$ cat src/rtl/reg_writeback_queue_if.sv
// Bundles the write-request, bank-write, hazard-lookup and status signals
// of the register writeback queue.
interface reg_writeback_queue_if #(
    parameter int DEPTH  = 4,
    parameter int ADDR_W = 5,
    parameter int DATA_W = 32
);
    localparam int CNT_W = $clog2(DEPTH + 1);

    logic              in_valid;
    logic              in_ready;
    logic [ADDR_W-1:0] in_reg;
    logic [DATA_W-1:0] in_data;
    logic              rf_grant;
    logic              write_enable;
    logic [ADDR_W-1:0] write_reg;
    logic [DATA_W-1:0] write_data;
    logic [ADDR_W-1:0] query_reg;
    logic              query_hit;
    logic [DATA_W-1:0] query_data;
    logic [CNT_W-1:0]  count;
    logic              bad_reg_err;

    modport master (
        output in_valid, in_reg, in_data, rf_grant, query_reg,
        input  in_ready, write_enable, write_reg, write_data,
               query_hit, query_data, count, bad_reg_err
    );

    modport slave (
        input  in_valid, in_reg, in_data, rf_grant, query_reg,
        output in_ready, write_enable, write_reg, write_data,
               query_hit, query_data, count, bad_reg_err
    );
endinterface

$ cat src/rtl/reg_writeback_queue.sv
// FIFO front end for the register bank write port, with a combinational
// pending-write lookup used by decode for hazards and forwarding.
module reg_writeback_queue #(
    parameter int DEPTH   = 4,
    parameter int ADDR_W  = 5,
    parameter int DATA_W  = 32,
    parameter int MAX_REG = 16
) (
    input  logic clk,
    input  logic rst,
    reg_writeback_queue_if.slave bus
);
    localparam int PTR_W = $clog2(DEPTH);
    localparam int CNT_W = $clog2(DEPTH + 1);
    localparam logic [PTR_W-1:0]  PTR_ONE     = PTR_W'(1);
    localparam logic [CNT_W-1:0]  CNT_FULL    = CNT_W'(DEPTH);
    localparam logic [ADDR_W-1:0] MAX_REG_IDX = ADDR_W'(MAX_REG);

    logic [ADDR_W-1:0] mem_reg  [DEPTH];
    logic [DATA_W-1:0] mem_data [DEPTH];
    logic [PTR_W-1:0]  head, tail;
    logic [CNT_W-1:0]  count_q;
    logic              we_q;
    logic [ADDR_W-1:0] wr_q;
    logic [DATA_W-1:0] wd_q;
    logic              bad_q;

    logic              in_ready;
    logic              push_fire;
    logic              store;
    logic              bad_req;
    logic              pop;

    // in_ready comes only from registered occupancy, so a same-cycle pop never frees a slot.
    assign in_ready  = (count_q != CNT_FULL);
    assign push_fire = bus.in_valid && in_ready;
    assign bad_req   = push_fire && (bus.in_reg > MAX_REG_IDX);
    assign store     = push_fire && (bus.in_reg != '0) && !(bus.in_reg > MAX_REG_IDX);
    assign pop       = bus.rf_grant && (count_q != '0);

    always_ff @(posedge clk) begin
        if (store) begin
            mem_reg[tail]  <= bus.in_reg;
            mem_data[tail] <= bus.in_data;
        end
    end

    always_ff @(posedge clk or posedge rst) begin
        if (rst) begin
            head    <= '0;
            tail    <= '0;
            count_q <= '0;
            we_q    <= 1'b0;
            wr_q    <= '0;
            wd_q    <= '0;
            bad_q   <= 1'b0;
        end else begin
            if (store) tail <= tail + PTR_ONE;
            if (pop) begin
                head <= head + PTR_ONE;
                wr_q <= mem_reg[head];
                wd_q <= mem_data[head];
            end
            count_q <= count_q + CNT_W'(store) - CNT_W'(pop);
            we_q    <= pop;
            if (bad_req) bad_q <= 1'b1;
        end
    end

    // Walk oldest to youngest so the tail-most match wins; the output register is oldest of all.
    always_comb begin
        logic [PTR_W-1:0] idx;
        idx            = '0;
        bus.query_hit  = 1'b0;
        bus.query_data = '0;
        if (bus.query_reg != '0) begin
            if (we_q && (wr_q == bus.query_reg)) begin
                bus.query_hit  = 1'b1;
                bus.query_data = wd_q;
            end
            for (int i = 0; i < DEPTH; i++) begin
                idx = head + PTR_W'(i);
                if ((CNT_W'(i) < count_q) && (mem_reg[idx] == bus.query_reg)) begin
                    bus.query_hit  = 1'b1;
                    bus.query_data = mem_data[idx];
                end
            end
        end
    end

    assign bus.in_ready     = in_ready;
    assign bus.write_enable = we_q;
    assign bus.write_reg    = wr_q;
    assign bus.write_data   = wd_q;
    assign bus.count        = count_q;
    assign bus.bad_reg_err  = bad_q;
endmodule

$ cat src/flat_wrapper.sv
// flat-port wrapper written by rule: the top's interface ports become plain ports
module reg_writeback_queue_flat 
#(
    parameter int DEPTH   = 4,
    parameter int ADDR_W  = 5,
    parameter int DATA_W  = 32,
    parameter int MAX_REG = 16
)
  (clk, rst, bus_in_valid, bus_in_reg, bus_in_data, bus_rf_grant, bus_query_reg, bus_in_ready, bus_write_enable, bus_write_reg, bus_write_data, bus_query_hit, bus_query_data, bus_count, bus_bad_reg_err);
  reg_writeback_queue_if #(.DEPTH(DEPTH), .ADDR_W(ADDR_W), .DATA_W(DATA_W)) bus_i ();
  input  logic clk;
  input  logic rst;
  input wire logic [$bits(bus_i.in_valid)-1:0] bus_in_valid;
  input wire logic [$bits(bus_i.in_reg)-1:0] bus_in_reg;
  input wire logic [$bits(bus_i.in_data)-1:0] bus_in_data;
  input wire logic [$bits(bus_i.rf_grant)-1:0] bus_rf_grant;
  input wire logic [$bits(bus_i.query_reg)-1:0] bus_query_reg;
  output wire logic [$bits(bus_i.in_ready)-1:0] bus_in_ready;
  output wire logic [$bits(bus_i.write_enable)-1:0] bus_write_enable;
  output wire logic [$bits(bus_i.write_reg)-1:0] bus_write_reg;
  output wire logic [$bits(bus_i.write_data)-1:0] bus_write_data;
  output wire logic [$bits(bus_i.query_hit)-1:0] bus_query_hit;
  output wire logic [$bits(bus_i.query_data)-1:0] bus_query_data;
  output wire logic [$bits(bus_i.count)-1:0] bus_count;
  output wire logic [$bits(bus_i.bad_reg_err)-1:0] bus_bad_reg_err;
  assign bus_i.in_valid = bus_in_valid;
  assign bus_i.in_reg = bus_in_reg;
  assign bus_i.in_data = bus_in_data;
  assign bus_i.rf_grant = bus_rf_grant;
  assign bus_i.query_reg = bus_query_reg;
  assign bus_in_ready = bus_i.in_ready;
  assign bus_write_enable = bus_i.write_enable;
  assign bus_write_reg = bus_i.write_reg;
  assign bus_write_data = bus_i.write_data;
  assign bus_query_hit = bus_i.query_hit;
  assign bus_query_data = bus_i.query_data;
  assign bus_count = bus_i.count;
  assign bus_bad_reg_err = bus_i.bad_reg_err;
  reg_writeback_queue #(.DEPTH(DEPTH), .ADDR_W(ADDR_W), .DATA_W(DATA_W), .MAX_REG(MAX_REG)) u_core (.clk(clk), .rst(rst), .bus(bus_i));
endmodule
$ cat config.mk
export PLATFORM = sky130hd
export DESIGN_NAME = reg_writeback_queue_flat
export DESIGN_NICKNAME = d
export VERILOG_FILES = /design/src/rtl/reg_writeback_queue_if.sv /design/src/rtl/reg_writeback_queue.sv /design/src/flat_wrapper.sv
export SDC_FILE = /design/constraint.sdc
export NUM_CORES = 1
export LEC_CHECK = 0
export BUFFER_PORTS_ARGS = -buffer_cell sky130_fd_sc_hd__buf_2
export CAP_MARGIN = 10
export CORE_MARGIN = 2
export CORE_UTILIZATION = 64
export DETAILED_ROUTE_END_ITERATION = 7
export GPL_ROUTABILITY_DRIVEN = 0
export PLACE_DENSITY = 0.86
export SETUP_SLACK_MARGIN = 0.4
export SYNTH_ARGS = -nofsm -noshare
export SYNTH_HDL_FRONTEND = slang
export SYNTH_SLANG_ARGS = --single-unit
$ cat constraint.sdc
create_clock -name clk -period 6.5 [get_ports clk]
set_input_delay 0.65 -clock clk [delete_from_list [all_inputs] [get_ports clk]]
set_output_delay 0.65 -clock clk [all_outputs]
set_load 0.01 [all_outputs]
### Yosys cells after proc, flatten, opt, wreduce, memory -nomap -nowiden

Memories as Yosys holds them, arrays and structs flattened.
Cells that the tools add are included.
Widths: inputs -> output; s select.

* flip-flop bits (word level): 46
* bits in latches: 0
* bits in writable memories: 148
* ROM bits: 0
* output and inout port bits: 76
* word-level logic and storage cells: 54
* memories: 2

Memories
* u_core.mem_data: words 4, width 32, rd ports 4, clocked after memory_dff 0, write ports 1, RTL line reg_writeback_queue.sv:20 `logic [DATA_W-1:0] mem_data [DEPTH];`
* u_core.mem_reg: words 4, width 5, rd ports 4, clocked after memory_dff 0, write ports 1, RTL line reg_writeback_queue.sv:19 `logic [ADDR_W-1:0] mem_reg [DEPTH];`

* $add $sub $neg: 6
* multiply operators: 0
* divide/modulo/power cells: 0
* magnitude comparators: 5
* eq/ne operators: 6
* shifts and indexed selects: 0
* multiplexer cells: 14
* bitwise operators: 0
* reduce and logical (&&, ||, !) cells: 14

Operator list (number)
* $mux 32: 6
* $eq 5x5->1: 5
* $logic_and 1x1->1: 10
* $reduce_bool 5->1: 2
* $mux 1: 8
* $lt 1x3->1 const A: 2
* $lt 2x3->1 const A: 2
* $gt 5x5->1 const B: 1
* $add 2x1->2 const B: 2
* $add 2x2->2 const B: 2
* $add 3x1->3: 1
* $ne 3x3->1 const B: 1
* $reduce_bool 3->1: 1
* $sub 3x1->3: 1
* $logic_not 1->1: 1

### Depth between registers and ports, before layout

* depth after elaboration: 8
* mapped depth: 11
* depth with buffers taken out: 7

### Least setup slack after synthesis

Ideal clock, no wire load.

* path type: input -> output
* from: input bus_query_reg[4]
* to: output bus_query_data[10]
* data arrival time: 2.464 ns
* required time: 5.850 ns
* slack: 3.386 ns
* stages: 8
* cell sequence: clkbuf_1 -> xnor2_1 -> nor3_1 -> o21ai_1 -> clkbuf_1 -> clkbuf_1 -> o211ai_1 -> a211oi_2

* cells in the longest elaborated chain, start to end: 8

RTL lines
* start: declaration: RTL line flat_wrapper.sv:17 `input wire logic [$bits(bus_i.query_reg)-1:0] bus_query_reg;`
* $eq 5x5->1: RTL line reg_writeback_queue.sv:77 `if (we_q && (wr_q == bus.query_reg)) begin`
* $logic_and 1x1->1: RTL line reg_writeback_queue.sv:77
* $mux 32: RTL line reg_writeback_queue.sv:77
* $mux 32 (4 in a row): RTL line reg_writeback_queue.sv:83 `if ((CNT_W'(i) < count_q) && (mem_reg[idx] == bus.query_reg)) begin`
* $mux 32 *: RTL line reg_writeback_queue.sv:76 `if (bus.query_reg != '0) begin`
* end: declaration: RTL line flat_wrapper.sv:23 `output wire logic [$bits(bus_i.query_data)-1:0] bus_query_data;`

Mark *: on every way between the ends. The rest lies on a longest branch, timed or not.

### Final worst setup path

* from: register u_core.head[1]
* to: output bus_query_data[27]

* cells in the longest elaborated chain, start to end: 8

RTL lines
* start: declaration: RTL line reg_writeback_queue.sv:21 `logic [PTR_W-1:0] head, tail;`
* start signal: assignment: RTL line reg_writeback_queue.sv:60 `head <= head + PTR_ONE;`
* $add 2x1->2 / $mem_v2 4x5 (equally long branches)
* $mem_v2 4x5 / $eq 5x5->1 (equally long branches)
* $eq 5x5->1 / $logic_and 1x1->1 (equally long branches): RTL line reg_writeback_queue.sv:83
* $logic_and 1x1->1 / $mux 32 (equally long branches): RTL line reg_writeback_queue.sv:83
* $mux 32 (2 in a row): RTL line reg_writeback_queue.sv:83
* $mux 32 *: RTL line reg_writeback_queue.sv:83
* $mux 32 *: RTL line reg_writeback_queue.sv:76

Marks and branches as above.

==> load_flow_metrics.sql <==
INSERT INTO impl_metrics (metric_group, metric, value, unit) VALUES
('timing', 'fin_tns_setup', '0', 'ns'),
('global_route', 'first_pass_grt_wire_length', '41.4', 'mm'),
('yosys', 'post_synth.cell_area_avg', '11.4', 'um2'),
('timing', 'fin_crit', '5.66', 'ns'),
('yosys', 'synth_xor_xnor_area_share', '2.64', '%'),
('yosys', 'postSynthCellCount', '987', ''),
('die', 'io_pins', '122', ''),
('global_route', 'grt_usage', '29.4', '%'),
('finish', 'largest_reg_flops', '128', ''),
('critical_path', 'timing.rr.start', 'u_core.head[1]$_DFFE_PP0P_', ''),
('yosys', 'post-synth-top-area-fraction', '39.3', '%'),
('yosys', 'synth-adder-area-share', '1.06', '%'),
('power_and_ir_drop', 'sequentialPowerShare', '35.8', '%'),
('critical_path', 'worstPathRequired', '5.85', 'ns'),
('outcome', 'status', 'finished clean', ''),
('timing', 'rsz0062_at_grt', 'false', ''),
('yosys', 'post_synth_edffs', '148', ''),
('timing', 'maxSlewHeadroom', '18.6', '%'),
('yosys', 'syn_area', '11300', 'um2'),
('critical_path', 'crit_path_end_kind', 'output port', ''),
('critical_path', 'worstSetupStartpoint', 'u_core.head[1]$_DFFE_PP0P_', ''),
('cts', 'cts_root_buffer', 'sky130_fd_sc_hd__clkbuf_16', ''),
('critical_path', 'crit_fanout', '49', ''),
('critical_path', 'timing_worst_setup_path_type', 'flop to output port', ''),
('die', 'die_width', '137', 'um'),
('power_and_ir_drop', 'power.share.switching', '40.2', '%'),
('timing', 'clock-skew-final', '0.00829', 'ns'),
('critical_path', 'critPathBufInv', '2', ''),
('cts', 'worst_setup_hold_path_clk_slew', '0.07', 'ns'),
('placed_design', 'place_area', '11900', 'um2'),
('finish', 'num-nets-final', '1107', ''),
('critical_path', 'reg2reg_depth', '5', ''),
('yosys', 'synth_sequential_area_ratio', '49.5', '%'),
('critical_path', 'timing.critical_path.depth', '9', ''),
('power_and_ir_drop', 'power_leakage', '5.28', 'nW'),
('power_and_ir_drop', 'share_of_total_power_in_combinational_logic', '45.2', '%'),
('detailed_routing', 'detail_route.wl_per_cell', '20.8', 'um'),
('timing', 'timing.hold.ws', '0.403', 'ns'),
('critical_path', 'critPathLaunchType', 'flop', ''),
('yosys', 'most_area_consuming_cells_after_synthesis', 'sky130_fd_sc_hd__edfxtp_1 (39%), sky130_fd_sc_hd__mux2i_1 (11%), sky130_fd_sc_hd__dfrtp_1 (10%)', ''),
('timing', 'worstMarginPinSlew', '1.22', 'ns'),
('cts', 'cts_resized', '0', ''),
('critical_path', 'slowest_delay', '1.10', 'ns'),
('power_and_ir_drop', 'power_switching', '0.00213', 'W'),
('power_and_ir_drop', 'cell_internal_pwr', '0.00316', 'W'),
('power_and_ir_drop', 'power.density_cell_area', '425', 'nW/um2'),
('cts', 'tritoncts', 'yes', ''),
('critical_path', 'worst_reg_to_reg_setup_slack', '3.15', 'ns'),
('hold_path', 'hold_path.class', 'input port to asynchronous set/reset pin', ''),
('critical_path', 'critPathTopFamily', 'simple AND/OR/NAND/NOR gates', ''),
('finish', 'fin_util', '72.0', '%'),
('yosys', 'synth-simple-area-share', '8.44', '%'),
('detailed_routing', 'detail_route.wirelength', '26.8', 'mm'),
('power_and_ir_drop', 'power.share.clock', '18.9', '%'),
('finish', 'area_growth', '10.1', '%'),
('yosys', 'synthMuxAreaShare', '18.3', '%'),
('placed_design', 'numPortBuffers', '121', ''),
('yosys', 'synth_cell_types', '44', ''),
('global_route', 'number_of_antenna_violations_at_the_first_check_in_global_routing', '1', ''),
('cts', 'worstSkewPairLatency', '0.45', 'ns'),
('cts', 'cts_post_setup_buffers_inserted', '0', ''),
('die', 'design.die.area', '18700', 'um2'),
('die', 'core-area', '17300', 'um2'),
('cts', 'cts_buffers', '17', ''),
('yosys', 'synth.yosys.warnings', '0', ''),
('placed_design', 'place.detailed.hpwl', '16.1', 'mm'),
('detailed_routing', 'detail_route.vias_per_cell', '6.47', ''),
('global_route', 'via_count_of_the_first_global_routing_pass', '7989', ''),
('detailed_routing', 'drt_first_iter_violations', '712', ''),
('critical_path', 'arrival', '5.01', 'ns'),
('timing', 'min_period_over_period', '87.0', '%');
==> stage by stage <==
step                      setup WS [ns]  cells  power [W]
after floorplan                    3.39    987    0.00367
after global placement             1.51   1258    0.00418
after detailed placement           1.44   1258    0.00427
after CTS                         0.902   1290    0.00528
after global routing              0.593   1290    0.00560
final                             0.842   1291    0.00529
==> routing by layer <==
metal	GRT usage [%]	vias to the layer above	share of wire, %
met5	0	-	0
met4	11.9	0	2.5
met3	5.48	59	7.4
met2	49.7	367	50
met1	37.6	4085	40
li1	-	3841	-
==> cells in the final DEF (no fill, tap or decap), drive strengths merged, types with 2 or more instances in the layout <==
cell type and n:
edfxtp 148, nand2 144, buf 133, mux2i 125
o21ai 101, a211oi 63, mux2 47, dfrtp 46
and2 22, clkbuf 22, nor2 20, a21oi 20
xnor2 19, a211o 17, o211a 17, a221oi 17
xor2 15, or3 14, mux4 13, o211ai 13
inv 10, clkinv 9, ha 8, nor3 6
nor4 4, and3 2
==> worst min-delay path by stage <==
stage                                            to                          startpoint
2_1_floorplan    u_core.bus.bad_reg_err$_DFFE_PP0P_  u_core.bus.bad_reg_err$_DFFE_PP0P_
3_3_place_gp     u_core.bus.bad_reg_err$_DFFE_PP0P_  u_core.bus.bad_reg_err$_DFFE_PP0P_
3_5_place_dp     u_core.bus.bad_reg_err$_DFFE_PP0P_  u_core.bus.bad_reg_err$_DFFE_PP0P_
4_1_cts            u_core.mem_data[2][20]$_DFFE_PP_                     bus_in_data[20]
5_1_grt            u_core.mem_data[1][20]$_DFFE_PP_                     bus_in_data[20]
6_report       u_core.bus.write_data[0]$_DFFE_PP0P_                                 rst
==> logic make-up (layout without fill, tap and decap cells) <==
logic type,count (synthesis),count (layout)
compound gates,252,252
xor+xnor,34,34
fa+ha+maj,9,9
buf+inv,98,176
flops,194,194
mux,185,185
other cells,0,1
simple gates,215,215
==> power by group through the flow <==
stage	sequential (W)	clock (W)	combinational, W
2_1_floorplan	0.00180	0	0.00187
3_3_place_gp	0.00189	0	0.00229
3_5_place_dp	0.00191	0	0.00236
4_1_cts	0.00189	0.00101	0.00238
5_1_grt	0.00193	0.00106	0.00262
6_report	0.00189	0.00100	0.00239
==> layout make-up <==
class / count / area, um2
diodes: 1 / 2.50
clock buffers: 22 / 474
clock inverters: 10 / 85.1
fillers: 1200 / 4850
inverters: 11 / 41.3
multi-input cells: 695 / 5260
flip-flops and latches: 194 / 5600
well taps: 225 / 282
repair buffers: 133 / 696
==> worst min-delay path, stage by stage <==
cell                    delay (ns)
sky130_fd_sc_hd__buf_2        0.10
sky130_fd_sc_hd__inv_2        0.03
sky130_fd_sc_hd__buf_4        0.56
==> synthesized netlist by cell type (all sizes together), types with 2 or more instances <==
| cell | count |
|---|---|
| o21ai | 101 |
| and2 | 22 |
| mux2i | 125 |
| edfxtp | 148 |
| a21oi | 20 |
| clkbuf | 48 |
| nor4 | 4 |
| dfrtp | 46 |
| mux4 | 13 |
| mux2 | 47 |
| nand2 | 144 |
| nor3 | 6 |
| ha | 8 |
| or3 | 14 |
| inv | 10 |
| xnor2 | 19 |
| and3 | 2 |
| a211oi | 63 |
| a221oi | 17 |
| xor2 | 15 |
| o211ai | 13 |
| o211a | 17 |
| nor2 | 20 |
| a211o | 17 |
| buf | 39 |
Note: power is estimated with default switching activity, not from simulation.
